<file path="src/rtl/instr_loader_if.sv">
// ----------------------------------------------------------------------------
// instr_loader_if
//   Bundles the two buses of the program loader:
//   - Byte stream from the host link (valid/ready).
//   - Sequential write port into the instruction memory.
//
// Handshake rule for the byte stream:
//   - A byte moves on a rising clock edge where in_valid and in_ready are
//     both high.
//   - The host keeps in_data stable while in_valid is high and in_ready is low.
//   - in_ready never depends on in_valid.
//
// Signals:
//   in_valid  host -> loader  byte available on in_data
//   in_data   host -> loader  stream byte
//   in_ready  loader -> host  loader accepts in_data this cycle
//   we        loader -> imem  write enable, one cycle per word
//   waddr     loader -> imem  word address
//   wdata     loader -> imem  32-bit instruction word
//
// Modports:
//   master    host / memory side (testbench or bridge)
//   slave     the loader itself
// ----------------------------------------------------------------------------
interface instr_loader_if #(
   parameter int ADDR_W = 10
);
   logic              in_valid;
   logic [7:0]        in_data;
   logic              in_ready;
   logic              we;
   logic [ADDR_W-1:0] waddr;
   logic [31:0]       wdata;

   modport master (
      output in_valid,
      output in_data,
      input  in_ready,
      input  we,
      input  waddr,
      input  wdata
   );

   modport slave (
      input  in_valid,
      input  in_data,
      output in_ready,
      output we,
      output waddr,
      output wdata
   );
endinterface

</file>
<file path="src/rtl/instr_loader.sv">
// ----------------------------------------------------------------------------
// instr_loader
//   Writer-side companion to the instruction memory.
//   - Takes a framed byte stream from a host link.
//   - Assembles little-endian 32-bit words and writes them to consecutive
//     word addresses starting at BASE_ADDR.
//   - Keeps the core stalled (busy) while the image loads.
//   - Checks an XOR checksum and reports done/err.
//
// Frame layout:
//   CNT_LO, CNT_HI, 4*N data bytes (LSB first per word), CHK
//   CHK = XOR of every preceding frame byte, including the header.
//
// Ports:
//   clk          system clock, rising edge
//   rst_n        asynchronous active-low reset
//   start        one-cycle pulse, starts a load when idle
//   bus          instr_loader_if.slave: byte stream in, memory write port out
//   busy         load in progress (stall the core)
//   done         sticky, last load finished with a good checksum
//   err          sticky, last load failed (bad count or bad checksum)
//   dbg_state_o  current FSM state, for debug and assertion binding
// ----------------------------------------------------------------------------
module instr_loader #(
   parameter int ADDR_W    = 10,
   parameter int BASE_ADDR = 0,
   parameter int MAX_WORDS = 1024
) (
   input  logic         clk,
   input  logic         rst_n,
   input  logic         start,
   instr_loader_if.slave bus,
   output logic         busy,
   output logic         done,
   output logic         err,
   output logic [2:0]   dbg_state_o
);

   typedef enum logic [2:0] {
      S_IDLE  = 3'd0,
      S_HDR0  = 3'd1,
      S_HDR1  = 3'd2,
      S_DATA  = 3'd3,
      S_WRITE = 3'd4,
      S_CHK   = 3'd5,
      S_DONE  = 3'd6,
      S_ERR   = 3'd7
   } state_t;

   // Range-check constants, widened so BASE_ADDR + N cannot overflow.
   localparam logic [32:0] ADDR_SPACE = 33'(1) << ADDR_W;
   localparam logic [32:0] BASE_EXT   = 33'(BASE_ADDR);
   localparam logic [32:0] MAX_EXT    = 33'(MAX_WORDS);

   state_t            state_q, state_d;
   logic [ADDR_W-1:0] waddr_q, waddr_d;
   logic [31:0]       wdata_q, wdata_d;
   logic [15:0]       remain_q, remain_d;
   logic [1:0]        byte_idx_q, byte_idx_d;
   logic [7:0]        chk_q, chk_d;
   logic [7:0]        cnt_lo_q, cnt_lo_d;
   logic              done_q, done_d;
   logic              err_q, err_d;

   logic              in_ready_c;
   logic              we_c;
   logic              busy_c;
   logic              accept;
   logic [15:0]       hdr_count;
   logic [32:0]       hdr_count_ext;
   logic              count_bad;
   logic              chk_match;

   assign accept        = bus.in_valid & in_ready_c;

   // Word count as it stands once CNT_HI is on the bus.
   assign hdr_count     = {bus.in_data, cnt_lo_q};
   assign hdr_count_ext = {17'b0, hdr_count};
   assign count_bad     = (hdr_count_ext > MAX_EXT) ||
                          ((BASE_EXT + hdr_count_ext) > ADDR_SPACE);
   assign chk_match     = (bus.in_data == chk_q);

   // -------------------------------------------------------------------------
   // FSM: state register
   // -------------------------------------------------------------------------
   always_ff @(posedge clk or negedge rst_n) begin
      if (!rst_n) begin
         state_q <= S_IDLE;
      end else begin
         state_q <= state_d;
      end
   end

   // -------------------------------------------------------------------------
   // FSM: next-state logic
   // -------------------------------------------------------------------------
   always_comb begin
      state_d = state_q;
      case (state_q)
         S_IDLE: begin
            if (start) state_d = S_HDR0;
         end
         S_HDR0: begin
            if (accept) state_d = S_HDR1;
         end
         S_HDR1: begin
            if (accept) begin
               if (count_bad)            state_d = S_ERR;
               else if (hdr_count == '0) state_d = S_CHK;
               else                      state_d = S_DATA;
            end
         end
         S_DATA: begin
            if (accept && (byte_idx_q == 2'd3)) state_d = S_WRITE;
         end
         S_WRITE: begin
            state_d = (remain_q == 16'd1) ? S_CHK : S_DATA;
         end
         S_CHK: begin
            if (accept) state_d = chk_match ? S_DONE : S_ERR;
         end
         S_DONE:  state_d = S_IDLE;
         S_ERR:   state_d = S_IDLE;
         default: state_d = S_IDLE;
      endcase
   end

   // -------------------------------------------------------------------------
   // FSM: output logic (purely a function of the current state)
   // -------------------------------------------------------------------------
   always_comb begin
      in_ready_c = 1'b0;
      we_c       = 1'b0;
      busy_c     = 1'b0;
      case (state_q)
         S_HDR0, S_HDR1, S_DATA, S_CHK: begin
            in_ready_c = 1'b1;
            busy_c     = 1'b1;
         end
         S_WRITE: begin
            we_c   = 1'b1;
            busy_c = 1'b1;
         end
         default: begin
            in_ready_c = 1'b0;
            we_c       = 1'b0;
            busy_c     = 1'b0;
         end
      endcase
   end

   // -------------------------------------------------------------------------
   // Datapath next-state: counters, address, word assembly, checksum, flags
   // -------------------------------------------------------------------------
   always_comb begin
      waddr_d    = waddr_q;
      wdata_d    = wdata_q;
      remain_d   = remain_q;
      byte_idx_d = byte_idx_q;
      chk_d      = chk_q;
      cnt_lo_d   = cnt_lo_q;
      done_d     = done_q;
      err_d      = err_q;
      case (state_q)
         S_IDLE: begin
            if (start) begin
               done_d     = 1'b0;
               err_d      = 1'b0;
               chk_d      = 8'h00;
               byte_idx_d = 2'd0;
               waddr_d    = ADDR_W'(BASE_ADDR);
            end
         end
         S_HDR0: begin
            if (accept) begin
               chk_d    = chk_q ^ bus.in_data;
               cnt_lo_d = bus.in_data;
            end
         end
         S_HDR1: begin
            if (accept) begin
               chk_d    = chk_q ^ bus.in_data;
               remain_d = hdr_count;
               if (count_bad) err_d = 1'b1;
            end
         end
         S_DATA: begin
            if (accept) begin
               chk_d                       = chk_q ^ bus.in_data;
               wdata_d[8*byte_idx_q +: 8]  = bus.in_data;
               // Wraps 3 -> 0, ready for the next word.
               byte_idx_d                  = byte_idx_q + 2'd1;
            end
         end
         S_WRITE: begin
            remain_d = remain_q - 16'd1;
            // The address is not advanced past the last word, so a load that
            // ends at the top of memory leaves waddr at 2**ADDR_W-1.
            if (remain_q != 16'd1) waddr_d = waddr_q + 1'b1;
         end
         S_CHK: begin
            if (accept) begin
               if (chk_match) done_d = 1'b1;
               else           err_d  = 1'b1;
            end
         end
         default: begin
            waddr_d = waddr_q;
         end
      endcase
   end

   always_ff @(posedge clk or negedge rst_n) begin
      if (!rst_n) begin
         waddr_q    <= '0;
         wdata_q    <= '0;
         remain_q   <= '0;
         byte_idx_q <= '0;
         chk_q      <= '0;
         cnt_lo_q   <= '0;
         done_q     <= 1'b0;
         err_q      <= 1'b0;
      end else begin
         waddr_q    <= waddr_d;
         wdata_q    <= wdata_d;
         remain_q   <= remain_d;
         byte_idx_q <= byte_idx_d;
         chk_q      <= chk_d;
         cnt_lo_q   <= cnt_lo_d;
         done_q     <= done_d;
         err_q      <= err_d;
      end
   end

   assign bus.in_ready = in_ready_c;
   assign bus.we       = we_c;
   assign bus.waddr    = waddr_q;
   assign bus.wdata    = wdata_q;
   assign busy         = busy_c;
   assign done         = done_q;
   assign err          = err_q;
   assign dbg_state_o  = state_q;

endmodule
</file>
<file path="src/flat_wrapper.sv">
// flat-port wrapper written by rule: the top's interface ports become plain ports
module instr_loader_flat 
#(
   parameter int ADDR_W    = 10,
   parameter int BASE_ADDR = 0,
   parameter int MAX_WORDS = 1024
)
  (clk, rst_n, start, busy, done, err, dbg_state_o, bus_in_valid, bus_in_data, bus_in_ready, bus_we, bus_waddr, bus_wdata);
  instr_loader_if #(.ADDR_W(ADDR_W)) bus_i ();
  input  logic clk;
  input  logic rst_n;
  input  logic start;
  output logic busy;
  output logic done;
  output logic err;
  output logic [2:0] dbg_state_o;
  input wire logic [$bits(bus_i.in_valid)-1:0] bus_in_valid;
  input wire logic [$bits(bus_i.in_data)-1:0] bus_in_data;
  output wire logic [$bits(bus_i.in_ready)-1:0] bus_in_ready;
  output wire logic [$bits(bus_i.we)-1:0] bus_we;
  output wire logic [$bits(bus_i.waddr)-1:0] bus_waddr;
  output wire logic [$bits(bus_i.wdata)-1:0] bus_wdata;
  assign bus_i.in_valid = bus_in_valid;
  assign bus_i.in_data = bus_in_data;
  assign bus_in_ready = bus_i.in_ready;
  assign bus_we = bus_i.we;
  assign bus_waddr = bus_i.waddr;
  assign bus_wdata = bus_i.wdata;
  instr_loader #(.ADDR_W(ADDR_W), .BASE_ADDR(BASE_ADDR), .MAX_WORDS(MAX_WORDS)) u_core (.clk(clk), .rst_n(rst_n), .start(start), .bus(bus_i), .busy(busy), .done(done), .err(err), .dbg_state_o(dbg_state_o));
endmodule
</file>
<file path="config.mk">
export PLATFORM = sky130hd
export DESIGN_NAME = instr_loader_flat
export DESIGN_NICKNAME = d
export VERILOG_FILES = /design/src/rtl/instr_loader_if.sv /design/src/rtl/instr_loader.sv /design/src/flat_wrapper.sv
export SDC_FILE = /design/constraint.sdc
export NUM_CORES = 1
export LEC_CHECK = 0
export ABC_AREA = 1
export BUFFER_PORTS_ARGS = -buffer_cell sky130_fd_sc_hd__clkbuf_2
export CELL_PAD_IN_SITES_DETAIL_PLACEMENT = 2
export CELL_PAD_IN_SITES_GLOBAL_PLACEMENT = 2
export CORE_UTILIZATION = 33
export DETAILED_ROUTE_END_ITERATION = 16
export PLACE_DENSITY = 0.79
export SLEW_MARGIN = 20
export SYNTH_ARGS = -nofsm -noshare
export SYNTH_HDL_FRONTEND = slang
export SYNTH_SLANG_ARGS = --single-unit
</file>
<file path="constraint.sdc">
create_clock -name clk -period 2.4 [get_ports clk]
set_input_delay 0.6 -clock clk [delete_from_list [all_inputs] [get_ports clk]]
set_output_delay 0.6 -clock clk [all_outputs]
set_load 0.05 [all_outputs]
</file>
==> results of run 1 <==
[state kept, by name, summed over array words and instances, names as in the netlist, 2 cells and up]
register	count
u_core.byte_idx_q	2
u_core.dbg_state_o	3
u_core.bus.wdata	32
u_core.remain_q	16
u_core.chk_q	8
u_core.cnt_lo_q	8
u_core.bus.waddr	10
[layout make-up]
cell class	instances	area, µm²	area share
Multi-Input combinational cell	430	2120	0.404
Tap cell	176	220	0.0419
Inverter	65	251	0.0478
Clock buffer	13	270	0.0514
Timing Repair Buffer	67	365	0.0695
Sequential cell	81	2030	0.386
[report_power, final]
group	switching (W)	internal [W]
combinational	0.00241	0.000848
sequential	0.000390	0.00183
clock	0.000544	0.000769
total	0.00334	0.00345
[synthesized netlist by cell type, types with 3 or more instances]
| cell type | count |
|---|---|
| a21oi_1 | 30 |
| buf_6 | 6 |
| clkbuf_1 | 4 |
| dfrtp_1 | 81 |
| ha_1 | 8 |
| inv_1 | 58 |
| inv_2 | 3 |
| nand2_1 | 168 |
| nand2_2 | 3 |
| nand2_4 | 5 |
| nand3_1 | 44 |
| nand3b_1 | 5 |
| nand4_1 | 11 |
| nor2_1 | 63 |
| nor2_4 | 8 |
| nor3_1 | 7 |
| o211ai_1 | 4 |
| o211ai_2 | 3 |
| o21ai_0 | 49 |
| o21ai_1 | 4 |
| xnor2_1 | 4 |
| xor2_1 | 4 |
[cells by family (layout without fill, tap and decap cells)]
group / Yosys count / count (layout) / share of synthesized area
mux: 1 / 1 / 0.00251
buf+inv: 77 / 145 / 0.0766
flops: 81 / 81 / 0.451
compound gates: 96 / 96 / 0.118
xor+xnor: 8 / 8 / 0.0156
simple gates: 317 / 317 / 0.314
fa+ha+maj: 8 / 8 / 0.0223
[routing by layer]
metal / vias to the layer above / GRT usage / part of all wire
li1: 2026 / - / -
met1: 2121 / 0.260 / 0.46
met2: 56 / 0.380 / 0.50
met3: 21 / 0.0314 / 0.022
met4: 0 / 0.0815 / 0.021
met5: - / 0 / 0
[worst max-delay path: stages (launching register included)]
cell and delay (ns):
dfrtp_1 0.47, nor2_2 0.26, nand2_4 0.19, o211ai_1 0.13, clkbuf_2 0.31
[stage by stage]
step	hold WS [ns]	cell area [µm²]	cells	worst slack [ns]	total power, W
floorplan	0.304	4490	588	0.0606	0.00463
global placement	0.456	4990	819	0.490	0.00536
detailed placement	0.459	4990	819	0.377	0.00552
CTS	0.0866	5260	832	0.0634	0.00689
global route	0.100	5260	832	0.0112	0.00729
finish	0.0938	5260	832	0.0932	0.00679
[final timing paths]
check                      cells past startpoint              endpoint             startpoint  slack, ns
max                                            4                  busy  u_core.dbg_state_o[1]       0.09
min                                            1   u_core.remain_q[11]                  rst_n       0.09
max reg2reg                                    8   u_core.bus.waddr[6]  u_core.dbg_state_o[1]       0.38
min reg2reg                                    2           u_core.done            u_core.done       0.47
max in group asynchronous                      2  u_core.bus.wdata[26]                  rst_n       1.68
min in group clk                               2           u_core.done            u_core.done       0.47
==> results.yml, run 1 <==
clock_tree:
  root_buffer: "clkbuf_16"
  cts.clk_slew.worst_paths_ns: 0.06
  postCtsSetupRepairBufs: 0
  cts_tree: "done"
  clk_latency_ns: 0.34
  cts_hold_buf: 0
  cts_made_buffers: 9
  cts_sinks: 81
  cts-resized-gates: 0
  cts.htree.levels: 3
  clock_tree.buffer_depth: 2
sta:
  slew_viol_final: 0
  setup_tns_ns: 0
  fin_crit_sh: 0.961
  clock.fmax_mhz: 433
  worst_slew_pin_slew_ns: 0.612
  finalCriticalPeriod_ns: 2.31
  rsz0062_at_grt: "no"
  max_slew_margin: 0.590
  hold_violations: 0
  worst_clock_skew_ns: 0.00486
  setup_viol: 0
global_routing:
  antenna_found_initial: 0
  grt_pass1_wl_um: 23600
  grtUsageTotal: 0.214
  first_global_vias: 4733
  grt-ovfl-total: 0
  grt_max_degree: 47
critical_path:
  end_kind: "output port"
  cp_max_fo: 16
  path_class: "reg -> out"
  critPathRequiredTime_ns: 1.80
  arrival_ns: 1.71
  start_kind: "flip-flop"
floorplanning:
  die_w_um: 119
  rows: 42
  start_util: 0.339
  io-pin-count: 62
  coreArea_um2: 13200
  die_area_um2: 14100
  die_y_um: 119
route:
  drc: 0
  wl_per_cell_um: 16.9
  wl_um: 14000
  num_vias: 4224
  via_per_inst: 5.08
  first_pass_iters: 4
  detail-route-antenna-nets: 0
  drt_iter0_drc: 138
synth:
  ys_seq_elements: 81
  ys_types: 34
  synth_top_cell_by_area: "dfrtp_1"
  synth_edf_count: 0
  avgSynthCellArea_um2: 7.64
  yosys.area.top_type_share: 0.451
  yosysWarnings: 0
  synth_area_leaders: "dfrtp_1, nand2_1, o21ai_0, nor2_1, nand3_1"
  async_flop_share: 1.00
  syn-cell-area_um2: 4490
  ys.flop_type: "dfrtp_1"
  synth_seq_area_share: 0.451
  netlist_instances: 588
  syn_nets: 608
cells_and_area:
  area_growth_pct: 17.0
  diodes: 0
  fillCellCount: 1609
  final_common_cell: "nand2_1"
  drive_above_1_share: 0.165
  fin_util: 0.397
  layout.nets: 674
  final_cell_mix: "nand2_1, dfrtp_1, nor2_1"
power_and_ir_drop:
  p_per_area_nw_per_um2: 1290
  ir_drop_v: 0.000577
  p_leak_nw: 2.63
placement:
  port_buffers: 61
  place_hpwl_um: 10400
  routabilityCongestion: 0.785
status:
  status: "complete, no violations"
worst_hold_path:
  hold_class: "in -> async"
flow_run:
  cap_violations: 0
Power figures use the tool's default switching activity.
==> run 2, diff against run 1 <==
Settings changed: CORE_UTILIZATION 33 to 36, PLACE_DENSITY 0.79 to 0.85.
Clock period 2.4 ns to 2.9 ns, I/O delays scaled along.
==> run 2 against run 1 <==
  * Design area hardly changed
  * Worst setup slack better by 0.35 ns
  * Critical path depth unchanged
  * Sequential share of layout area barely moved
  * Critical path type unchanged
  * Largest cell class unchanged
  * Largest power group unchanged
==> results.yml, run 2 (synthesized netlist as in run 1, its figures left out) <==
clock_tree:
  cts_sinks: 81
  cts.clk_slew.worst_paths_ns: 0.07
  cts_tree: "done"
  clock_tree.buffer_depth: 2
  cts_made_buffers: 9
  postCtsSetupRepairBufs: 0
  cts-resized-gates: 0
  cts.htree.levels: 3
  cts_hold_buf: 0
  clk_latency_ns: 0.35
  root_buffer: "clkbuf_16"
route:
  first_pass_iters: 4
  wl_per_cell_um: 19.0
  wl_um: 15700
  drc: 0
  via_per_inst: 5.25
  detail-route-antenna-nets: 0
  drt_iter0_drc: 177
  num_vias: 4320
global_routing:
  grt-ovfl-total: 0
  grtUsageTotal: 0.262
  grt_pass1_wl_um: 25600
  grt_max_degree: 44
  first_global_vias: 4855
  antenna_found_initial: 0
cells_and_area:
  diodes: 0
  final_cell_mix: "nand2_1, dfrtp_1, nor2_1"
  area_growth_pct: 17.0
  fillCellCount: 1427
  layout.nets: 670
  final_area_um2: 5260
  final_common_cell: "nand2_1"
  drive_above_1_share: 0.163
  largest_register_ffs: 32
sta:
  finalCriticalPeriod_ns: 2.46
  clock.fmax_mhz: 407
  max_slew_margin: 0.547
  worst_clock_skew_ns: 0.00756
  hold_violations: 0
  fin_crit_sh: 0.848
  setup_viol: 0
  worst_slew_pin_slew_ns: 0.674
  rsz0062_at_grt: "no"
  setup_tns_ns: 0
  slew_viol_final: 0
critical_path:
  cp_max_fo: 16
  start_kind: "flip-flop"
  critPathRequiredTime_ns: 2.17
  r2r_end: "u_core.bus.wdata[18]"
  rrSetupSlack_ns: 0.62
  reg2reg_from: "u_core.byte_idx_q[0]"
  arrival_ns: 1.73
  worstRegToRegCells: 6
  path_class: "reg -> out"
  end_kind: "output port"
placement:
  place_hpwl_um: 10700
  dpl-instance-area_um2: 4950
  port_buffers: 61
  routabilityCongestion: 0.782
floorplanning:
  die_area_um2: 12900
  coreArea_um2: 12100
  die_w_um: 114
  rows: 40
  io-pin-count: 62
  die_y_um: 114
  start_util: 0.371
power_and_ir_drop:
  power.internal_w: 0.00296
  clkPwrFrac: 0.212
  p_leak_nw: 2.63
  switching_share: 0.495
  p_per_area_nw_per_um2: 1110
  combPwrFrac: 0.470
  power_frac_seq: 0.318
  ir_drop_v: 0.000381
  switchingPower_w: 0.00290
status:
  status: "complete, no violations"
flow_run:
  cap_violations: 0
worst_hold_path:
  hold_class: "in -> async"
==> run 2: changes by cell type in the layout (fill, tap and decap cells not counted), sizes merged <==
cell	previous run	this run
buf	7	3
bufinv	0	2
clkbuf	73	70
clkinv	2	5
clkinvlp	0	1
==> run 2: final cells by class <==
type                       instances  area, µm²  area share
tap                              168        210      0.0400
inverter                          65        251      0.0478
multi-input combinational        430       2120       0.404
timing repair buffer              63        335      0.0638
clock buffer                      10        229      0.0435
clock inverter                     6       82.6      0.0157
sequential                        81       2030       0.385
==> run 2: power groups by stage <==
stage	combinational (W)	sequential, W	clock [W]
5_1_grt	0.00304	0.00191	0.00130
4_1_cts	0.00280	0.00187	0.00126
6_report	0.00275	0.00186	0.00125
3_3_place_gp	0.00257	0.00183	0
2_1_floorplan	0.00145	0.00238	0
3_5_place_dp	0.00272	0.00187	0
==> run 2: layer usage <==
layer | share of wire | track usage
met5 | 0 | 0
met4 | 0.021 | 0.104
met3 | 0.030 | 0.0377
met2 | 0.54 | 0.498
met1 | 0.41 | 0.293
==> run 2: critical path: stages (launching register included) <==
cell and delay [ns]:
dfrtp_1 0.47, nor2_2 0.26, nand2_4 0.20, o211ai_1 0.14, clkbuf_2 0.30
==> run 2: worst max path at each step <==
stage	endpoint	cells past startpoint	slack (ns)	from
floorplan	busy	4	0.44	u_core.dbg_state_o[1]
global placement	u_core.bus.wdata[23]	6	0.84	u_core.byte_idx_q[0]
detailed placement	u_core.bus.wdata[18]	6	0.54	u_core.byte_idx_q[0]
CTS	busy	4	0.43	u_core.dbg_state_o[1]
global route	u_core.bus.wdata[16]	6	0.32	u_core.byte_idx_q[0]
finish	busy	4	0.44	u_core.dbg_state_o[1]
==> run 2: per-stage QoR <==
stage | instances | util | hold WS, ns | total power, W | worst slack (ns)
floorplan | 588 | - | 0.429 | 0.00383 | 0.436
global placement | 807 | 0.408 | 0.457 | 0.00440 | 0.839
detailed placement | 807 | 0.408 | 0.466 | 0.00459 | 0.540
CTS | 823 | 0.434 | 0.393 | 0.00592 | 0.428
global route | 823 | 0.434 | 0.412 | 0.00625 | 0.322
finish | 823 | 0.434 | 0.374 | 0.00586 | 0.442
